File: src/rtl/servo_pkg.sv
// Shared types and helpers for the servo sequencer block.
// Positions are 8-bit offset binary; widths are in microseconds.
package servo_pkg;

  localparam int POS_W = 8;
  localparam logic [POS_W-1:0] POS_CENTER = 8'd128;

  typedef enum logic [1:0] {
    LIVE = 2'd0,
    PLAY = 2'd1,
    DONE = 2'd2
  } seq_state_t;

  // Pulse width for a position: min_us at 0, scaled span above it (truncating).
  function automatic int unsigned pos_to_width(input logic [POS_W-1:0] pos,
                                               input int unsigned min_us,
                                               input int unsigned span_us);
    int unsigned prod;
    prod = 32'(pos) * span_us;
    return min_us + (prod >> 8);
  endfunction

endpackage

File: src/rtl/servo_ch.sv
// One servo channel: slew-limited position, per-frame width register and
// the pulse comparator against the shared microsecond counter.
module servo_ch
  import servo_pkg::*;
#(
  parameter int unsigned US_W      = 16,
  parameter int unsigned MIN_US    = 1000,
  parameter int unsigned SPAN_US   = 1000,
  parameter int unsigned SLEW_STEP = 4
) (
  input  logic             clk,
  input  logic             rst,
  input  logic             en_i,
  input  logic             frame_start_i,
  input  logic [US_W-1:0]  us_cnt_i,
  input  logic [POS_W-1:0] target_i,
  output logic             pwm_o
);

  logic [POS_W-1:0] cur_q, cur_d;
  logic [US_W-1:0]  width_q, width_d;
  logic             pwm_q;
  int               diff_s;

  // Slew step and width recompute, only on frame boundaries so a pulse never changes mid-frame
  always_comb begin
    cur_d   = cur_q;
    width_d = width_q;
    diff_s  = int'(target_i) - int'(cur_q);
    if (frame_start_i) begin
      if ((SLEW_STEP == 0) || ((diff_s <= int'(SLEW_STEP)) && (diff_s >= -int'(SLEW_STEP)))) begin
        cur_d = target_i;
      end else if (diff_s > 0) begin
        cur_d = cur_q + POS_W'(SLEW_STEP);
      end else begin
        cur_d = cur_q - POS_W'(SLEW_STEP);
      end
      width_d = US_W'(pos_to_width(cur_d, MIN_US, SPAN_US));
    end else begin
      cur_d   = cur_q;
      width_d = width_q;
    end
  end

  // Channel state and registered pulse output
  always_ff @(posedge clk) begin
    if (rst) begin
      cur_q   <= POS_CENTER;
      width_q <= US_W'(MIN_US + SPAN_US / 2);
      pwm_q   <= 1'b0;
    end else begin
      cur_q   <= cur_d;
      width_q <= width_d;
      pwm_q   <= en_i & (us_cnt_i < width_q);
    end
  end

  assign pwm_o = pwm_q;

endmodule

File: src/rtl/servo_seq_ctrl.sv
// N-channel servo pulse generator: shared frame timer, playback sequencer
// stepping an external ROM, and live/ROM target selection per channel.
module servo_seq_ctrl
  import servo_pkg::*;
#(
  parameter int NUM_CH      = 3,
  parameter int DATA_W      = 16,
  parameter int CLK_HZ      = 50_000_000,
  parameter int PERIOD_US   = 20000,
  parameter int MIN_US      = 1000,
  parameter int SPAN_US     = 1000,
  parameter int SLEW_STEP   = 4,
  parameter int ADDR_W      = 8,
  parameter int HOLD_FRAMES = 25
) (
  input  logic                       clk,
  input  logic                       rst,
  input  logic                       en,
  input  logic                       mode,
  input  logic                       start,
  input  logic                       loop,
  input  logic [NUM_CH*DATA_W-1:0]   live_data,
  output logic [ADDR_W-1:0]          rom_addr,
  input  logic [NUM_CH*POS_W-1:0]    rom_data,
  output logic [NUM_CH-1:0]          pwm_out,
  output logic                       frame_tick,
  output logic                       seq_busy
);

  localparam int CYC_PER_US = CLK_HZ / 1_000_000;
  localparam int PSC_W      = (CYC_PER_US > 1) ? $clog2(CYC_PER_US) : 1;
  // Wide enough for both the frame counter and the largest pulse width.
  localparam int US_W       = $clog2(PERIOD_US + MIN_US + SPAN_US + 1);
  localparam int HOLD_W     = (HOLD_FRAMES > 1) ? $clog2(HOLD_FRAMES) : 1;

  logic [PSC_W-1:0]  psc_q, psc_d;
  logic [US_W-1:0]   us_q, us_d;
  logic              us_tick_s, frame_start_s;
  seq_state_t        state_q, state_d;
  logic [ADDR_W-1:0] addr_q, addr_d;
  logic [HOLD_W-1:0] hold_q, hold_d;
  logic              hold_done_s, last_addr_s;
  logic              frame_tick_q, seq_busy_q;

  // Frame timer: microsecond prescaler feeding the frame counter
  always_comb begin
    us_tick_s     = (psc_q == PSC_W'(CYC_PER_US - 1));
    frame_start_s = us_tick_s && (us_q == US_W'(PERIOD_US - 1));
    if (us_tick_s) begin
      psc_d = {PSC_W{1'b0}};
      us_d  = frame_start_s ? {US_W{1'b0}} : us_q + US_W'(1);
    end else begin
      psc_d = psc_q + PSC_W'(1);
      us_d  = us_q;
    end
  end

  // Sequencer next state; mode=0 overrides everything, then start beats frame_start
  always_comb begin
    state_d     = state_q;
    addr_d      = addr_q;
    hold_d      = hold_q;
    hold_done_s = (hold_q == HOLD_W'(HOLD_FRAMES - 1));
    last_addr_s = (addr_q == {ADDR_W{1'b1}});
    if (!mode) begin
      state_d = LIVE;
    end else if (start) begin
      state_d = PLAY;
      addr_d  = {ADDR_W{1'b0}};
      hold_d  = {HOLD_W{1'b0}};
    end else begin
      case (state_q)
        PLAY: begin
          if (frame_start_s) begin
            if (!hold_done_s) begin
              hold_d = hold_q + HOLD_W'(1);
            end else begin
              hold_d = {HOLD_W{1'b0}};
              if (!last_addr_s) begin
                addr_d = addr_q + ADDR_W'(1);
              end else if (loop) begin
                addr_d = {ADDR_W{1'b0}};
              end else begin
                state_d = DONE;
              end
            end
          end else begin
            hold_d = hold_q;
          end
        end
        LIVE:    state_d = LIVE;
        DONE:    state_d = DONE;
        default: state_d = LIVE;
      endcase
    end
  end

  // Timer, sequencer and status registers
  always_ff @(posedge clk) begin
    if (rst) begin
      psc_q        <= {PSC_W{1'b0}};
      us_q         <= {US_W{1'b0}};
      state_q      <= LIVE;
      addr_q       <= {ADDR_W{1'b0}};
      hold_q       <= {HOLD_W{1'b0}};
      frame_tick_q <= 1'b0;
      seq_busy_q   <= 1'b0;
    end else begin
      psc_q        <= psc_d;
      us_q         <= us_d;
      state_q      <= state_d;
      addr_q       <= addr_d;
      hold_q       <= hold_d;
      frame_tick_q <= frame_start_s;
      seq_busy_q   <= (state_d == PLAY);
    end
  end

  assign rom_addr   = addr_q;
  assign frame_tick = frame_tick_q;
  assign seq_busy   = seq_busy_q;

  for (genvar i = 0; i < NUM_CH; i++) begin : g_ch
    logic [DATA_W-1:0] live_word_s;
    logic [POS_W-1:0]  live_pos_s;
    logic [POS_W-1:0]  target_s;

    // Two's complement top byte to offset binary: flip the sign bit.
    assign live_word_s = live_data[i*DATA_W +: DATA_W];
    assign live_pos_s  = {~live_word_s[DATA_W-1], live_word_s[DATA_W-2 -: POS_W-1]};
    assign target_s    = (state_q == LIVE) ? live_pos_s : rom_data[i*POS_W +: POS_W];

    if (DATA_W > POS_W) begin : g_low_bits
      logic live_unused_s;
      assign live_unused_s = ^live_word_s[DATA_W-POS_W-1:0];
    end

    servo_ch #(
      .US_W      (US_W),
      .MIN_US    (MIN_US),
      .SPAN_US   (SPAN_US),
      .SLEW_STEP (SLEW_STEP)
    ) u_ch (
      .clk           (clk),
      .rst           (rst),
      .en_i          (en),
      .frame_start_i (frame_start_s),
      .us_cnt_i      (us_q),
      .target_i      (target_s),
      .pwm_o         (pwm_out[i])
    );
  end

endmodule
File: config.mk
export PLATFORM = sky130hd
export DESIGN_NAME = servo_seq_ctrl
export DESIGN_NICKNAME = d
export VERILOG_FILES = /design/src/rtl/servo_pkg.sv /design/src/rtl/servo_ch.sv /design/src/rtl/servo_seq_ctrl.sv
export SDC_FILE = /design/constraint.sdc
export NUM_CORES = 1
export LEC_CHECK = 0
export ABC_AREA = 1
export CAP_MARGIN = 20
export CORE_UTILIZATION = 38
export DETAILED_ROUTE_END_ITERATION = 8
export HOLD_SLACK_MARGIN = 0.12
export PLACE_DENSITY = 0.67
export REMOVE_ABC_BUFFERS = 1
export SLEW_MARGIN = 10
export SYNTH_ARGS = -nofsm -noshare
export SYNTH_HDL_FRONTEND = slang
export SYNTH_SLANG_ARGS = --single-unit
File: constraint.sdc
create_clock -name clk -period 10.75 [get_ports clk]
set_input_delay 1.075 -clock clk [delete_from_list [all_inputs] [get_ports clk]]
set_output_delay 1.075 -clock clk [all_outputs]
set_load 0.02 [all_outputs]
Word level (Yosys, flattened, before mapping)
Cells that the tools add are included.

Bitwise gates (word level): 6. Equal/unequal tests: 8. $lt $le $gt $ge: 12. Div/mod/pow operators: 0. Multipliers: 3. $add $sub $neg: 16. Shift operators: 0. Reduce and logical (&&, ||, !) cells: 11. Mux-type cells: 30.

Operators with widths (number): 2-to-1 mux 8 bit (18); greater-or-equal comparator 32 x 3 -> 1 bit, second input constant (3); > comparator 32 x 1 -> 1 bit, second input constant (3); <= comparator 32 x 4 -> 1 bit, second input constant (3); < comparator 15 bit (3); multiplier 8 x 7 -> 15 bit, second input constant (3); adder 10 x 10 -> 11 bit, first input constant (3); subtractor 8 x 8 -> 9 bit (3); adder 8 x 3 -> 8 bit, second input constant (3); subtractor 8 x 3 -> 8 bit, second input constant (3); 2-to-1 mux 5 bit (4); adder 15 x 1 -> 15 bit, second input constant (1); equality test 15 bit, second input constant (1); 2-to-1 mux 15 bit (1); 2-to-1 mux 2 bit (6); adder 8 x 1 -> 8 bit, second input constant (1); equality test 8 bit, second input constant (1); adder 6 x 1 -> 6 bit, second input constant (1); equality test 6 bit, second input constant (1); nonzero test 2 bit (3); adder 5 x 1 -> 5 bit, second input constant (1); equality test 5 bit, second input constant (1); AND reduction 5 bit (1); equality test 2 x 1 -> 1 bit, second input constant (2); other kinds (9) (16).

ROM bits: 0. Memories kept: 0. Output and inout bits: 13. Memory bits (writable): 0. Bits in latches: 0. Input bits: 78. Register bits: 110.

Logic depth before layout (Yosys ltp)
Gate-level depths: netlist of the first run.

Word-level depth: 9. Mapped depth: 47.

By module
From an unflattened synthesis of the first run, not the netlist that was laid out.

Cells, all modules: 1808. Area total of the unflattened synthesis: 12652.1 um2.

Modules (own cells, without submodules): servo_ch at g_ch[2].u_ch (times used 1, area an instance 3385.7 um2, cells each 467); servo_ch at g_ch[1].u_ch (times used 1, area an instance 3335.7 um2, cells each 468); servo_ch at g_ch[0].u_ch (times used 1, area an instance 3330.7 um2, cells each 466); servo_seq_ctrl (times used 1, area an instance 2600.0 um2, cells each 407).

Worst setup path before layout of the first run
OpenSTA, ideal clock, no wires.

Path type: reg2reg. Start: reg state_q[0]. End: reg g_ch[2].u_ch.width_q[9]. Setup time: 0.121 ns. Slack: 3.264 ns. Data required time: 10.629 ns. Arrival time: 7.365 ns. Stages on the path, launching flop included: 42. Path through: dfxtp_1 > inv_1 > ha_1 > clkbuf_1 > clkbuf_1 > nand2_1 > o21ai_0 > inv_1 > fa_1 > nand3b_1 > nand2_2 > nand2_2 > nand2_1 > nand2_1 > nand2_2 > inv_2 > nor2_4 > nand3_1 > (+6 left out) > fa_1 > fa_1 > fa_1 > inv_1 > ha_1 > nand2_1 > o21ai_0 > inv_1 > nand2_1 > nand2_1 > and2_1 > ha_1 > inv_1 > nand2_1 > nor2_1 > nand2_1 > nand2_1 > nand3_1.

Cells in the longest elaborated chain, start to end: 9. Elaborated cells between the ends (all ways): 12. Classes of those cells: 2 x add/sub; 1 x mul; 3 x order compare; 4 x mux; 2 x reduce/logical.

Ends and longest elaborated chain: start, declared (RTL line servo_seq_ctrl.sv:39) `seq_state_t state_q, state_d;`; start signal, assigned (RTL line servo_seq_ctrl.sv:111) `state_q <= state_d;`; zero test 2 bit (*) (RTL line servo_seq_ctrl.sv:131) `assign target_s = (state_q == LIVE) ? live_pos_s : rom_data[i*POS_W +: POS_W];`; 2-to-1 mux 8 bit (*) (RTL line servo_seq_ctrl.sv:131); subtractor 8 x 8 -> 9 bit (RTL line servo_ch.sv:29) `diff_s = int'(target_i) - int'(cur_q);`; > comparator 32 x 1 -> 1 bit, or another cell as far along (RTL line servo_ch.sv:33) `end else if (diff_s > 0) begin`; 2-to-1 mux 8 bit or logical AND 1 bit (tied branches) (RTL line servo_ch.sv:33, servo_ch.sv:31); 2-to-1 mux 8 bit (*) (RTL line servo_ch.sv:31) `if ((SLEW_STEP == 0) || ((diff_s <= int'(SLEW_STEP)) && (diff_s >= -int'(SLEW_STEP)))) begin`; 2-to-1 mux 8 bit (*) (RTL line servo_ch.sv:30) `if (frame_start_i) begin`; multiplier 8 x 7 -> 15 bit (*) (RTL line servo_pkg.sv:19) `prod = 32'(pos) * span_us;`; adder 10 x 10 -> 11 bit (*) (RTL line servo_pkg.sv:20) `return min_us + (prod >> 8);`; end signal, assigned (RTL line servo_ch.sv:49) `width_q <= US_W'(MIN_US + SPAN_US / 2);`; end signal, assigned (RTL line servo_ch.sv:53) `width_q <= width_d;`; end, declared (RTL line servo_ch.sv:21) `logic [US_W-1:0] width_q, width_d;`.

Every way passes the cells marked *; elsewhere a longest branch is shown, timed or not. The select of a mux whose other input is x is not followed. A chain may end at the register's enable or synchronous reset.

Worst setup path after layout of the first run
Same ends and word-level chain as after synthesis.

==> impl_metrics.ini, run 1 <==
[final_layout]
nNetsFinal = 2052
fin_util_pct = 43.3
n_antenna_cell = 0
drive_above_1_share_pct = 6.18
area_growth_pct = 12.3

[grt]
grt_overflow = 0
grt_use_met1_pct = 22.6
grt_pass1_vias = 10300
grt_pass1_wl_mm = 46.1
met2_usage_pct = 31.0
grt_usage_pct = 17.6
grt_max_degree = 29
grt_antenna_before_repair = 0
busiest_layer = met2
use_met3_pct = 1.91

[yosys]
synthTopCellsByArea = ha_1 (20%), dfxtp_1 (17%), nand2_1 (10%)
synth_area_sq_um = 11800
synth-edff-count = 0
synth-seq-area-share_pct = 16.7
synthesis.area_per_instance_sq_um = 7.07
yosysTopAreaCellShare_pct = 20.2
ys.flop_type = dfxtp_1
ys_seq_elements = 98
synthCells = 1664
synth_warnings = 0
synth.distinct_cells = 54
yosysTopAreaCell = ha_1
async_flop_share_pct = 0

[min_path]
hp-class = flip-flop to flip-flop
min_to = g_ch[0].u_ch.width_q[0]$_SDFFE_PP0P_
hold_depth = 2
min_from = g_ch[0].u_ch.width_q[0]$_SDFFE_PP0P_

[timing]
finalHoldViolations = 0
relSlewSlack_pct = 30.0
setup_tns_ps = 0
rsz0062_at_grt = false
final.setup.worst_slack_ps = 1930
slew_viol_final = 0
period_share_pct = 82.0
worst_slew_pin_slew_ps = 1050
finalWorstPathRequiredPeriod_ps = 8820
hold_ws_ps = 457
max_freq_mhz = 113
setup_viol = 0
fin_skew_ps = 7.83

[die]
die-area_sq_um = 31600
num_rows = 64
fp.dieH_um = 178
fp.coreArea_sq_um = 30500
io-pin-count = 91
die_w_um = 178
initial_utilization_pct = 38.5

[drt]
wl_per_cell_um = 12.3
via_count = 10500
viasPerCell = 4.93
dr.pass1.iters = 5
detail-route-antenna-nets = 0
drtIter0Drc = 454
drcViolationCount = 0
wirelength_mm = 26.1

[placement]
place_congestion = 0.875
pre_cts_ws_ps = 1950
post-dp-hpwl_mm = 21.0
port_buffers = 66

[clock_network]
cts-hold-fix-buffers = 0
ctsRootBufferMaster = clkbuf_16
cts_num_sinks = 98
cts_resized = 0
clock_latency_ps = 360
cts-buffers-inserted = 9
clkTransAtPathRegs_ps = 80
clock_path_buffers = 2
postCtsSetupRepairBufs = 0
cts_tree = yes
htreeDepth = 3

[setup_path]
cp-start-kind = flip-flop
critPathKind = flip-flop to flip-flop
cp.required_ps = 10990
cp_slowest_cell = o21ai_0
cp_slowest_stage_delay_ps = 590
path_buf_inv = 9
rr_endpoint = g_ch[2].u_ch.width_q[9]$_SDFFE_PP0P_
reg2reg_slack_ps = 1930
cp.depth = 41
rr_startpoint = state_q[0]$_SDFF_PP0_
worstSetupEndpointType = flip-flop
cp_data_arrival_time_ps = 9060
path_max_fanout = 25
cp_top_family = adder cells
rr_worst_depth = 41
cpMostUsedCell = nand2_1

[power]
irDropWorstVdd_mv = 0.242
power_density_nw_per_um2 = 313
p_leak_nw = 6.72
p_total_mw = 4.13

[run]
max_cap_violations = 0

[outcome]
status = complete, no violations
==> registers in the layout, summed over array words and instances, names as in the netlist <==
name / flops
state_q: 2
g_ch.u_ch.width_q: 33
psc_q: 6
hold_q: 5
frame_tick: 1
us_q: 15
rom_addr: 8
g_ch.u_ch.pwm_o: 3
g_ch.u_ch.cur_q: 24
seq_busy: 1
==> power breakdown <==
part           switching [mW]  leakage, nW  internal [mW]
registers             0.00189        0.792          0.365
clock network           0.164        0.168          0.216
logic                    2.15         5.76           1.23
==> placed cells by master, fill, tap and decap left out, types with 57 or more instances in the layout <==
master / netlist / routed
nand2_1: 325 / 325
dfxtp_1: 98 / 98
fa_1: 57 / 57
nor2_1: 106 / 105
nand3_1: 98 / 98
o21ai_0: 75 / 75
a21oi_1: 95 / 95
ha_1: 190 / 190
clkdlybuf4s50_1: 0 / 66
inv_1: 316 / 316
==> layer usage <==
| layer | vias to the layer above | part of all wire [%] | wire length, um |
|---|---|---|---|
| met3 | 28 | 2.6 | 680 |
| met5 | - | 0 | 0 |
| met1 | 4788 | 48 | 12500 |
| li1 | 5526 | - | - |
| met4 | 0 | 1.7 | 439 |
| met2 | 139 | 48 | 12500 |
==> stage by stage <==
stage	cell area [sq um]	cells
after floorplan	11700	1644
after global placement	12900	2112
after detailed placement	12900	2112
after CTS	13200	2128
after global routing	13200	2128
final	13200	2128
==> logic make-up after synthesis <==
group           after synthesis  synth area share, %
simple gates                680                 26.7
buf+inv                     344                 11.1
compound gates              247                 11.9
fa+ha+maj                   247                 29.9
flops                        98                 16.7
xor+xnor                     48                 3.64
==> Yosys cell counts (8+ instances only) <==
cell,n
ha_1,190
nand2_1,325
o21ai_0,75
clkbuf_1,16
inv_1,316
o22ai_1,24
nand3_1,98
nor4_1,8
nand2_4,8
dfxtp_1,98
nor2_1,106
nor3_1,32
or2_2,11
xor2_1,32
nand4_1,25
xnor2_1,15
a21oi_1,95
fa_1,57
o21ai_1,10
nand2_2,31
==> worst max-delay path by stage <==
stage,start,endpoint,slack (ps)
2_1_floorplan,state_q[0]$_SDFF_PP0_,g_ch[2].u_ch.width_q[9]$_SDFFE_PP0P_,3030
3_5_place_dp,rom_data[17],g_ch[2].u_ch.width_q[9]$_SDFFE_PP0P_,1950
4_1_cts,state_q[0]$_SDFF_PP0_,g_ch[2].u_ch.width_q[9]$_SDFFE_PP0P_,1900
5_1_grt,state_q[0]$_SDFF_PP0_,g_ch[2].u_ch.width_q[9]$_SDFFE_PP0P_,1170
3_3_place_gp,rom_data[17],g_ch[2].u_ch.width_q[9]$_SDFFE_PP0P_,2120
6_report,state_q[0]$_SDFF_PP0_,g_ch[2].u_ch.width_q[9]$_SDFFE_PP0P_,1930
==> area by class of cell <==
| class | count | area [sq um] |
|---|---|---|
| Clock buffer | 10 | 239 |
| Inverter | 324 | 1220 |
| Fill cell | 3055 | 17300 |
| Sequential cell | 98 | 1960 |
| Timing Repair Buffer | 72 | 706 |
| Tap cell | 396 | 495 |
| Multi-Input combinational cell | 1222 | 8490 |
| Clock inverter | 6 | 100 |
==> worst min-delay path, delay by kind of cell, from the launching register on <==
kind          cells  cell delay, ps
flops             1             310
simple gates      2             110
(Power assumes the default switching activity.)
==> inputs of run 2 (changes only) <==
--- a/config.mk
+++ b/config.mk
@@ -10,7 +10,7 @@
 export CORE_UTILIZATION = 38
 export DETAILED_ROUTE_END_ITERATION = 8
 export HOLD_SLACK_MARGIN = 0.12
-export PLACE_DENSITY = 0.67
+export PLACE_DENSITY = 0.69
 export REMOVE_ABC_BUFFERS = 1
 export SLEW_MARGIN = 10
 export SYNTH_ARGS = -nofsm -noshare
==> constraint.sdc (replaced) <==
create_clock -name clk -period 7.79 [get_ports clk]
set_input_delay 0.779 -clock clk [delete_from_list [all_inputs] [get_ports clk]]
set_output_delay 0.779 -clock clk [all_outputs]
set_load 0.02 [all_outputs]
==> run 2 against run 1 <==
Clock power up 23%. Hold slack better by 4.3 ps. Total power up 53%. Non-clock buffer count up 41. Sequential share of layout area down 0.57 points. Clock skew up 6.8 ps. Clock-buffer cell count down 1. Flip-flop and latch count unchanged. Routed wire length up 3.9%. Combinational power up 58%. Core utilization up 1.8 points. First-iteration DRC count up 30%.
==> impl_metrics.ini, run 2 (synthesis results as in run 1) <==
[outcome]
status = complete, no violations

[power]
internal_power_mw = 2.76
swShare_pct = 56.1
p_total_mw = 6.30
share_comb_of_total_power_pct = 84.6
switching_power_mw = 3.54
seqPwrFrac_pct = 8.0
power.share.clock_pct = 7.4
irDropWorstVdd_mv = 0.353
p_leak_nw = 6.91
power_density_nw_per_um2 = 458

[placement]
place_congestion = 0.890
post-dp-hpwl_mm = 21.8
port_buffers = 66

[clock_network]
cts-buffers-inserted = 9
clock_latency_ps = 370
cts_tree = yes
ctsRootBufferMaster = clkbuf_16
clock_path_buffers = 2
cts_num_sinks = 98
htreeDepth = 3
clkTransAtPathRegs_ps = 80

[grt]
grt_max_degree = 36
grt_antenna_before_repair = 0
grt_pass1_vias = 10400
grt_overflow = 0
grt_usage_pct = 17.7
grt_pass1_wl_mm = 46.3

[die]
initial_utilization_pct = 38.5
fp.coreArea_sq_um = 30500
die-area_sq_um = 31600
num_rows = 64
fp.dieH_um = 178
io-pin-count = 91
die_w_um = 178

[final_layout]
area_growth_pct = 17.0
reg_top3 = g_ch.u_ch.width_q: 33 flops, g_ch.u_ch.cur_q: 24 flops, us_q: 15 flops
final_cell_mix = nand2_1 (320), inv_1 (310), ha_1 (173), nor2_1 (100), nand3_1 (98)
drive_above_1_share_pct = 11.6
n_antenna_cell = 0
nNetsFinal = 2093
final_common_cell = nand2_1
largest_register = g_ch.u_ch.width_q
largest_reg_flops = 33

[drt]
detail-route-antenna-nets = 0
drtIter0Drc = 588
dr_wl_met2_mm = 13.2
dr.pass1.iters = 5
via_count = 10800
viasPerCell = 4.98
wirelength_mm = 27.1
drcViolationCount = 0
highest_layer = met4
wl_per_cell_um = 12.5
wl_met3_um = 826
met1Wirelength_mm = 12.6

[setup_path]
rr_worst_depth = 45
worstSetupEndpointType = flip-flop
critPathKind = flip-flop to flip-flop
rr_endpoint = g_ch[2].u_ch.width_q[10]$_SDFFE_PP1P_
reg2reg_slack_ps = 490
rr_startpoint = state_q[0]$_SDFF_PP0_
cp_data_arrival_time_ps = 7560
cp_slowest_cell = fa_1
path_max_fanout = 13
cp.required_ps = 8050
path_buf_inv = 6
cp-start-kind = flip-flop
cp_slowest_stage_delay_ps = 570
cpMostUsedCell = nand2_1
cp_top_family = adder cells

[timing]
finalWorstPathRequiredPeriod_ps = 7300
max_freq_mhz = 137
relSlewSlack_pct = 34.2
slew_viol_final = 0
hold_ws_ps = 462
setup_viol = 0
period_share_pct = 93.8
finalHoldViolations = 0
fin_skew_ps = 14.7
worst_slew_pin_slew_ps = 978
rsz0062_at_grt = true

[min_path]
hp-class = flip-flop to flip-flop
hold_depth = 2
min_to = g_ch[2].u_ch.width_q[2]$_SDFFE_PP1P_
min_from = g_ch[2].u_ch.width_q[2]$_SDFFE_PP1P_

[run]
max_cap_violations = 0
-- run 2: changes by cell type in the layout (fill, tap and decap cells not counted), sizes merged --
cell    before  now
inv        327  326
buf          6   47
clkbuf      10    9
bufinv       2    0
clkinv       1    5
-- run 2: stage by stage --
stage	setup slack [ps]	std cells	cell area [sq um]	utilization, %	setup TNS (ps)
floorplan	70.6	1644	11700	-	0
global placement	76.0	2150	13200	43.1	0
detailed placement	-59.7	2150	13200	43.1	-307
CTS	83.9	2166	13500	44.1	0
global route	-54.1	2169	13800	45.1	-177
finish	487	2169	13800	45.1	0
-- run 2: worst max path at each step --
| stage | from | endpoint | slack [ps] | cells past startpoint |
|---|---|---|---|---|
| finish | state_q[0]$_SDFF_PP0_ | g_ch[2].u_ch.width_q[10]$_SDFFE_PP1P_ | 490 | 45 |
| global route | state_q[0]$_SDFF_PP0_ | g_ch[2].u_ch.width_q[9]$_SDFFE_PP0P_ | -50 | 40 |
| CTS | state_q[0]$_SDFF_PP0_ | g_ch[0].u_ch.width_q[7]$_SDFFE_PP1P_ | 80 | 44 |
| detailed placement | rom_data[1] | g_ch[0].u_ch.width_q[7]$_SDFFE_PP1P_ | -60 | 43 |
| global placement | live_data[8] | g_ch[0].u_ch.width_q[5]$_SDFFE_PP0P_ | 80 | 42 |
| floorplan | state_q[0]$_SDFF_PP0_ | g_ch[2].u_ch.width_q[9]$_SDFFE_PP0P_ | 70 | 40 |
-- run 2: final cells by class --
| cell class | instances | area (sq um) |
|---|---|---|
| timing repair buffer | 113 | 1020 |
| inverter | 324 | 1220 |
| clock inverter | 7 | 78.8 |
| sequential | 98 | 1960 |
| fill | 3010 | 16800 |
| tap | 396 | 495 |
| multi-input combinational | 1222 | 8750 |
| clock buffer | 9 | 225 |
-- run 2: timing repair --
item / 4_1_cts / 5_1_grt
endpoints found under the hold margin: 0 / 0
gates resized for setup: 0 / 83
endpoints found under the setup margin: 0 / 22
setup buffers: 0 / 3
hold buffers: 0 / 0
-- run 2: worst register-to-register path, delay by kind of cell (launching register included) --
kind | cells | cell delay, ps
XOR/XNOR | 2 | 320
buffers and inverters | 6 | 580
AO/OA/AOI/OAI | 3 | 380
flip-flops | 1 | 350
adder cells (fa/ha/maj) | 9 | 3050
AND/OR/NAND/NOR | 25 | 2530
-- run 2: power by group through the flow --
stage	clock network (mW)	logic, mW	registers [mW]
global placement	0	4.61	0.518
floorplan	0	3.79	0.519
global route	0.498	6.06	0.507
detailed placement	0	4.72	0.518
finish	0.467	5.33	0.506
CTS	0.478	4.77	0.506
-- run 2: per-layer routing --
| metal | global-route usage, % | vias to the layer above |
|---|---|---|
| met5 | 0 | - |
| met4 | 5.13 | 0 |
| met2 | 31.0 | 191 |
| met3 | 2.36 | 43 |
| li1 | - | 5614 |
| met1 | 22.4 | 4948 |
